### config.mk
export PLATFORM = sky130hd
export DESIGN_NAME = hockey_display
export DESIGN_NICKNAME = d
export VERILOG_FILES = /design/src/rtl/hockey_display.sv
export SDC_FILE = /design/constraint.sdc
export NUM_CORES = 1
export LEC_CHECK = 0
export BUFFER_PORTS_ARGS = -buffer_cell sky130_fd_sc_hd__buf_2
export CORE_MARGIN = 2
export CORE_UTILIZATION = 48
export CTS_CLUSTER_SIZE = 40
export DETAILED_ROUTE_END_ITERATION = 10
export PLACE_DENSITY = 0.68
export SYNTH_ARGS = -nofsm -noshare
export SYNTH_HDL_FRONTEND = slang
export SYNTH_SLANG_ARGS = --single-unit
### constraint.sdc
create_clock -name clk -period 3.5 [get_ports clk]
set_input_delay 0.7 -clock clk [delete_from_list [all_inputs] [get_ports clk]]
set_output_delay 0.7 -clock clk [all_outputs]
set_load 0.005 [all_outputs]
### src/rtl/hockey_display.sv
// rtl/hockey_display.sv - air-hockey output stage: 8-digit seven-segment scan, serve LEDs, puck column bar
module hockey_display #(
    parameter int SCAN_DIV     = 1000,
    parameter int BLINK_FRAMES = 64
) (
    input  logic       clk,
    input  logic       rst,
    input  logic       upd,
    input  logic [2:0] x_coord,
    input  logic [2:0] y_coord,
    input  logic [1:0] score_a,
    input  logic [1:0] score_b,
    input  logic [2:0] phase,
    output logic [7:0] an,
    output logic [6:0] seg,
    output logic       led_a,
    output logic       led_b,
    output logic [4:0] ledx
);

    localparam int SW = $clog2(SCAN_DIV);
    localparam int FW = (BLINK_FRAMES > 1) ? $clog2(BLINK_FRAMES) : 1;
    localparam logic [SW-1:0] SCAN_LAST  = SW'(SCAN_DIV - 1);
    localparam logic [FW-1:0] FRAME_LAST = FW'(BLINK_FRAMES - 1);

    localparam logic [2:0] PH_SERVE_A = 3'd1;
    localparam logic [2:0] PH_SERVE_B = 3'd2;
    localparam logic [2:0] PH_PLAY    = 3'd3;
    localparam logic [2:0] PH_GOAL_A  = 3'd4;
    localparam logic [2:0] PH_GOAL_B  = 3'd5;
    localparam logic [2:0] PH_WIN     = 3'd6;

    localparam logic [6:0] GL_DASH  = 7'h40;
    localparam logic [6:0] GL_BLANK = 7'h00;
    localparam logic [6:0] GL_A     = 7'h77;
    localparam logic [6:0] GL_B     = 7'h7C;
    localparam logic [6:0] GL_G     = 7'h3D;
    localparam logic [6:0] GL_O     = 7'h3F;
    localparam logic [6:0] GL_L     = 7'h38;

    function automatic logic [6:0] f_num(input logic [2:0] v);
        case (v)
            3'd0:    f_num = 7'h3F;
            3'd1:    f_num = 7'h06;
            3'd2:    f_num = 7'h5B;
            3'd3:    f_num = 7'h4F;
            3'd4:    f_num = 7'h66;
            3'd5:    f_num = 7'h6D;
            3'd6:    f_num = 7'h7D;
            default: f_num = 7'h07;
        endcase
    endfunction

    logic [2:0]    r_x;
    logic [2:0]    r_y;
    logic [1:0]    r_score_a;
    logic [1:0]    r_score_b;
    logic [2:0]    r_phase;
    logic [SW-1:0] r_scan;
    logic [2:0]    r_dig;
    logic [FW-1:0] r_frame;
    logic          r_blink;

    logic          w_phase_change;
    logic          w_scan_wrap;
    logic          w_frame_tick;
    logic          w_live;
    logic          w_goal;
    logic          w_win;
    logic          w_a_wins;
    logic [6:0]    w_glyph;
    logic [7:0]    w_an;
    logic          w_led_a;
    logic          w_led_b;
    logic [4:0]    w_ledx;

    assign w_phase_change = upd && (phase != r_phase);
    assign w_scan_wrap    = (r_scan == SCAN_LAST);
    assign w_frame_tick   = w_scan_wrap && (r_dig == 3'd7);

    always_ff @(posedge clk or posedge rst) begin
        if (rst) begin
            r_x       <= 3'd0;
            r_y       <= 3'd0;
            r_score_a <= 2'd0;
            r_score_b <= 2'd0;
            r_phase   <= 3'd0;
        end else if (upd) begin
            r_x       <= x_coord;
            r_y       <= y_coord;
            r_score_a <= score_a;
            r_score_b <= score_b;
            r_phase   <= phase;
        end
    end

    always_ff @(posedge clk or posedge rst) begin
        if (rst) begin
            r_scan <= '0;
            r_dig  <= 3'd0;
        end else if (w_scan_wrap) begin
            r_scan <= '0;
            r_dig  <= r_dig + 3'd1;
        end else begin
            r_scan <= r_scan + SW'(1);
        end
    end

    // A fresh phase always opens with a full visible half-period, even on a frame wrap edge.
    always_ff @(posedge clk or posedge rst) begin
        if (rst) begin
            r_frame <= '0;
            r_blink <= 1'b1;
        end else if (w_phase_change) begin
            r_frame <= '0;
            r_blink <= 1'b1;
        end else if (w_frame_tick) begin
            if (r_frame == FRAME_LAST) begin
                r_frame <= '0;
                r_blink <= ~r_blink;
            end else begin
                r_frame <= r_frame + FW'(1);
            end
        end
    end

    assign w_live   = (r_phase == PH_SERVE_A) || (r_phase == PH_SERVE_B) || (r_phase == PH_PLAY);
    assign w_goal   = (r_phase == PH_GOAL_A) || (r_phase == PH_GOAL_B);
    assign w_win    = (r_phase == PH_WIN);
    assign w_a_wins = (r_score_a == 2'd3);

    always_comb begin
        w_glyph = GL_DASH;
        if (w_live) begin
            case (r_dig)
                3'd7:    w_glyph = f_num({1'b0, r_score_a});
                3'd6:    w_glyph = GL_DASH;
                3'd5:    w_glyph = f_num({1'b0, r_score_b});
                3'd1:    w_glyph = f_num(r_x);
                3'd0:    w_glyph = f_num(r_y);
                default: w_glyph = GL_BLANK;
            endcase
        end else if (w_goal) begin
            case (r_dig)
                3'd7:    w_glyph = GL_G;
                3'd6:    w_glyph = GL_O;
                3'd5:    w_glyph = GL_A;
                3'd4:    w_glyph = GL_L;
                3'd3:    w_glyph = f_num({1'b0, r_score_a});
                3'd2:    w_glyph = GL_DASH;
                3'd1:    w_glyph = f_num({1'b0, r_score_b});
                default: w_glyph = GL_BLANK;
            endcase
            if (!r_blink) begin
                w_glyph = GL_BLANK;
            end
        end else if (w_win) begin
            w_glyph = r_blink ? (w_a_wins ? GL_A : GL_B) : GL_BLANK;
        end
    end

    assign w_an    = ~(8'd1 << r_dig);
    assign w_led_a = (r_phase == PH_SERVE_A) || (w_win && w_a_wins);
    assign w_led_b = (r_phase == PH_SERVE_B) || (w_win && !w_a_wins);
    assign w_ledx  = (w_live && (r_x <= 3'd4)) ? (5'd1 << r_x) : 5'd0;

    // Anode and segment registers load together so a digit never shows its neighbour's glyph.
    always_ff @(posedge clk or posedge rst) begin
        if (rst) begin
            an    <= 8'hFF;
            seg   <= 7'h7F;
            led_a <= 1'b0;
            led_b <= 1'b0;
            ledx  <= 5'd0;
        end else begin
            an    <= w_an;
            seg   <= ~w_glyph;
            led_a <= w_led_a;
            led_b <= w_led_b;
            ledx  <= w_ledx;
        end
    end

endmodule

==> flow_summary.toml <==
[outcome]
run_status = "finished clean"

[clock_network]
cts_num_sinks = 55
cts_hold_buf = 0
cts_buffers = 5
cts_max_level = 2
clk_pin_slew_worst_paths_ps = 90
worstSkewPairLatency_ps = 300
postCtsSetupRepairBufs = 0
root_buffer = "clkbuf_8"
cts_tree = "built"
cts_resized = 0
cts.path.max_buffers = 2

[global_route]
grt_pass1_vias = 2081
grt_max_degree = 53
antenna_found_initial = 0
overflow = 0
grt_pass1_wl_mm = 9.58
grt_usage = 0.193

[setup_path]
worst_path_max_delay_cell = "nor4_4"
cp.arrival_ps = 2330
critPathLaunchType = "flip-flop"
crit_chain = "ha_1 -> nand4b_1 -> nor4_4 -> a31oi_1 -> a311oi_1"
crit_required_ps = 3710
crit_type = "reg -> reg"
worstSetupEndpointType = "flip-flop"
cp_max_fo = 16
cpPeakStageDelay_ps = 750

[timing]
drv_slew = 0
fin_tns_setup_ps = 0
fin_crit_sh = 0.604
max_clock_freq_ghz = 0.473
slew_headroom = 0.326
rsz0062_at_grt = "no"
finalSetupViolCount = 0
hold_violations = 0
layout_min_cycle_time_ps = 2110
tightest_slew_ps = 1010
finalClockSkew_ps = 8.49
fin_ws_ps = 1390

[logic_synthesis]
async_reset_ff_frac = 1.00
synth_xor_xnor_area_share = 0.0467
ys_top_cells_by_count = "dfrtp_1, nand2_1, nand3_1"
synth.avg_cell_area_sq_um = 10.2
yosysMostFrequentCell = "dfrtp_1"
yosysTopAreaCell = "dfrtp_1"
ys.warnings.count = 0
ys_seq_elements = 55
synth.distinct_cells = 48
synthAdderAreaFrac = 0.0356
synth_mux_area_frac = 0.0592
syn_inst = 276
synth_top_family_by_area = "simple AND/OR/NAND/NOR gates"
synth_nets = 300
netlist_top_cells_area = "dfrtp_1, dfstp_2, mux2_2"
synth_edf_count = 0
synth_top_area_share = 0.347
syn_area_sq_mm = 0.00281
synth_compound_gate_area_share = 0.142
synth_ff_type = "dfrtp_1"
ys_seq_area_frac = 0.497
yosys.area_share.simple = 0.187

[route]
wl_met1_mm = 2.58
wirelength_mm = 5.68
routed.top_layer = "met4"
vias_per_cell = 5.60
route.met2.wl_mm = 2.74
antenna_left = 0
drt-wirelength-per-cell_um = 14.8
drt_iter0_markers = 179
vias = 2144
route.met3.wl_um = 247
remaining_drc_errors = 0
drt_pre_antenna_iters = 4

[power_and_ir_drop]
leakage_nw = 1.32
total_power_w = 0.00120
ir_worst_vdd_mv = 0.187
powerDensity_mw_per_mm2 = 383

[floorplanning]
core_sq_mm = 0.00557
initial_core_util = 0.504
num_rows = 27
io_pins = 38
die_w_um = 80.5
die_h_um = 80.5
fp.dieArea_sq_mm = 0.00649

[run]
cap_violations = 0

[place]
dp_hpwl_mm = 4.17
globalplace.congestion = 0.927
place.port_buffers = 37
place_ws_ps = 1370

[finish]
final_nets = 334
multiInputGateArea_sq_mm = 0.00132
syn_to_final_growth_pct = 11.3
diodes = 0
regArea_sq_mm = 0.00140
nFillCells = 512
drive_above_1_share = 0.260

[min_path]
hold_path_class = "reg -> reg"
==> worst max-delay path, delay by kind of cell (launching register included) <==
family	cells	cell delay, ps
simple gates	2	950
compound gates	2	440
flops	1	370
fa+ha+maj	1	270
==> layout by cell type, fill, tap and decap left out, types with 3 or more instances in the layout <==
cell	count
a21o_1	3
mux2_2	13
inv_1	10
clkbuf_8	5
ha_1	8
nor2b_1	5
dfrtp_1	39
nor2_1	15
nand2b_1	10
a21oi_1	15
nand3_1	17
o211ai_1	6
or3_1	6
nor3_1	5
nand2_1	28
dfstp_2	16
o21ai_0	15
a221oi_1	3
xnor2_1	5
buf_2	37
xor2_1	10
==> power breakdown <==
group          internal, W  total [W]  leakage [nW]  switching, W
registers         0.000678   0.000716         0.666     0.0000385
clock network     0.000140   0.000340        0.0412      0.000200
logic            0.0000710   0.000143         0.610     0.0000718
total             0.000889    0.00120          1.32      0.000310
==> cells by family after synthesis <==
logic type               Yosys count
XOR/XNOR                          15
flip-flops                        55
multiplexers                      15
adder cells (fa/ha/maj)            8
AO/OA/AOI/OAI                     61
AND/OR/NAND/NOR                  100
buffers and inverters             22
==> per-layer routing <==
| layer | vias to the layer above | global-route usage |
|---|---|---|
| met5 | - | 0 |
| met4 | 0 | 0.0847 |
| li1 | 1054 | - |
| met3 | 13 | 0.0438 |
| met2 | 51 | 0.312 |
| met1 | 1026 | 0.247 |
==> path summary, 6_finish.rpt <==
| check | start | endpoint | slack, ps | cells after the start |
|---|---|---|---|---|
| max | r_scan[0] | r_frame[3] | 1390 | 5 |
| min | r_scan[0] | r_scan[0] | 460 | 1 |
| max reg2reg | r_scan[0] | r_frame[3] | 1390 | 5 |
| min reg2reg | r_scan[0] | r_scan[0] | 460 | 1 |
| max in group asynchronous | rst | seg[1] | 2140 | 3 |
| min in group asynchronous | rst | ledx[3] | 620 | 2 |
==> state kept, by name, summed over array words and instances (netlist names) <==
signal	cells
led_a	1
r_blink	1
r_phase	3
r_x	3
r_score_a	2
led_b	1
r_y	3
r_dig	3
an	8
r_frame	6
seg	7
r_scan	10
r_score_b	2
ledx	5
==> final cells by class <==
| cell class | count | area share |
|---|---|---|
| tap | 72 | 0.0288 |
| clock inverter | 2 | 0.00400 |
| sequential | 55 | 0.446 |
| clock buffer | 6 | 0.0232 |
| inverter | 11 | 0.0132 |
| multi-input combinational | 199 | 0.423 |
| timing repair buffer | 38 | 0.0616 |
==> metrics by stage <==
step / instance area, sq um / hold WS (ps) / util / instances
2_1_floorplan: 2810 / 432 / - / 276
3_3_place_gp: 3040 / 444 / 0.546 / 375
3_5_place_dp: 3040 / 453 / 0.546 / 375
4_1_cts: 3130 / 465 / 0.561 / 383
5_1_grt: 3130 / 500 / 0.561 / 383
6_report: 3130 / 462 / 0.561 / 383
Power figures use the tool's default switching activity.
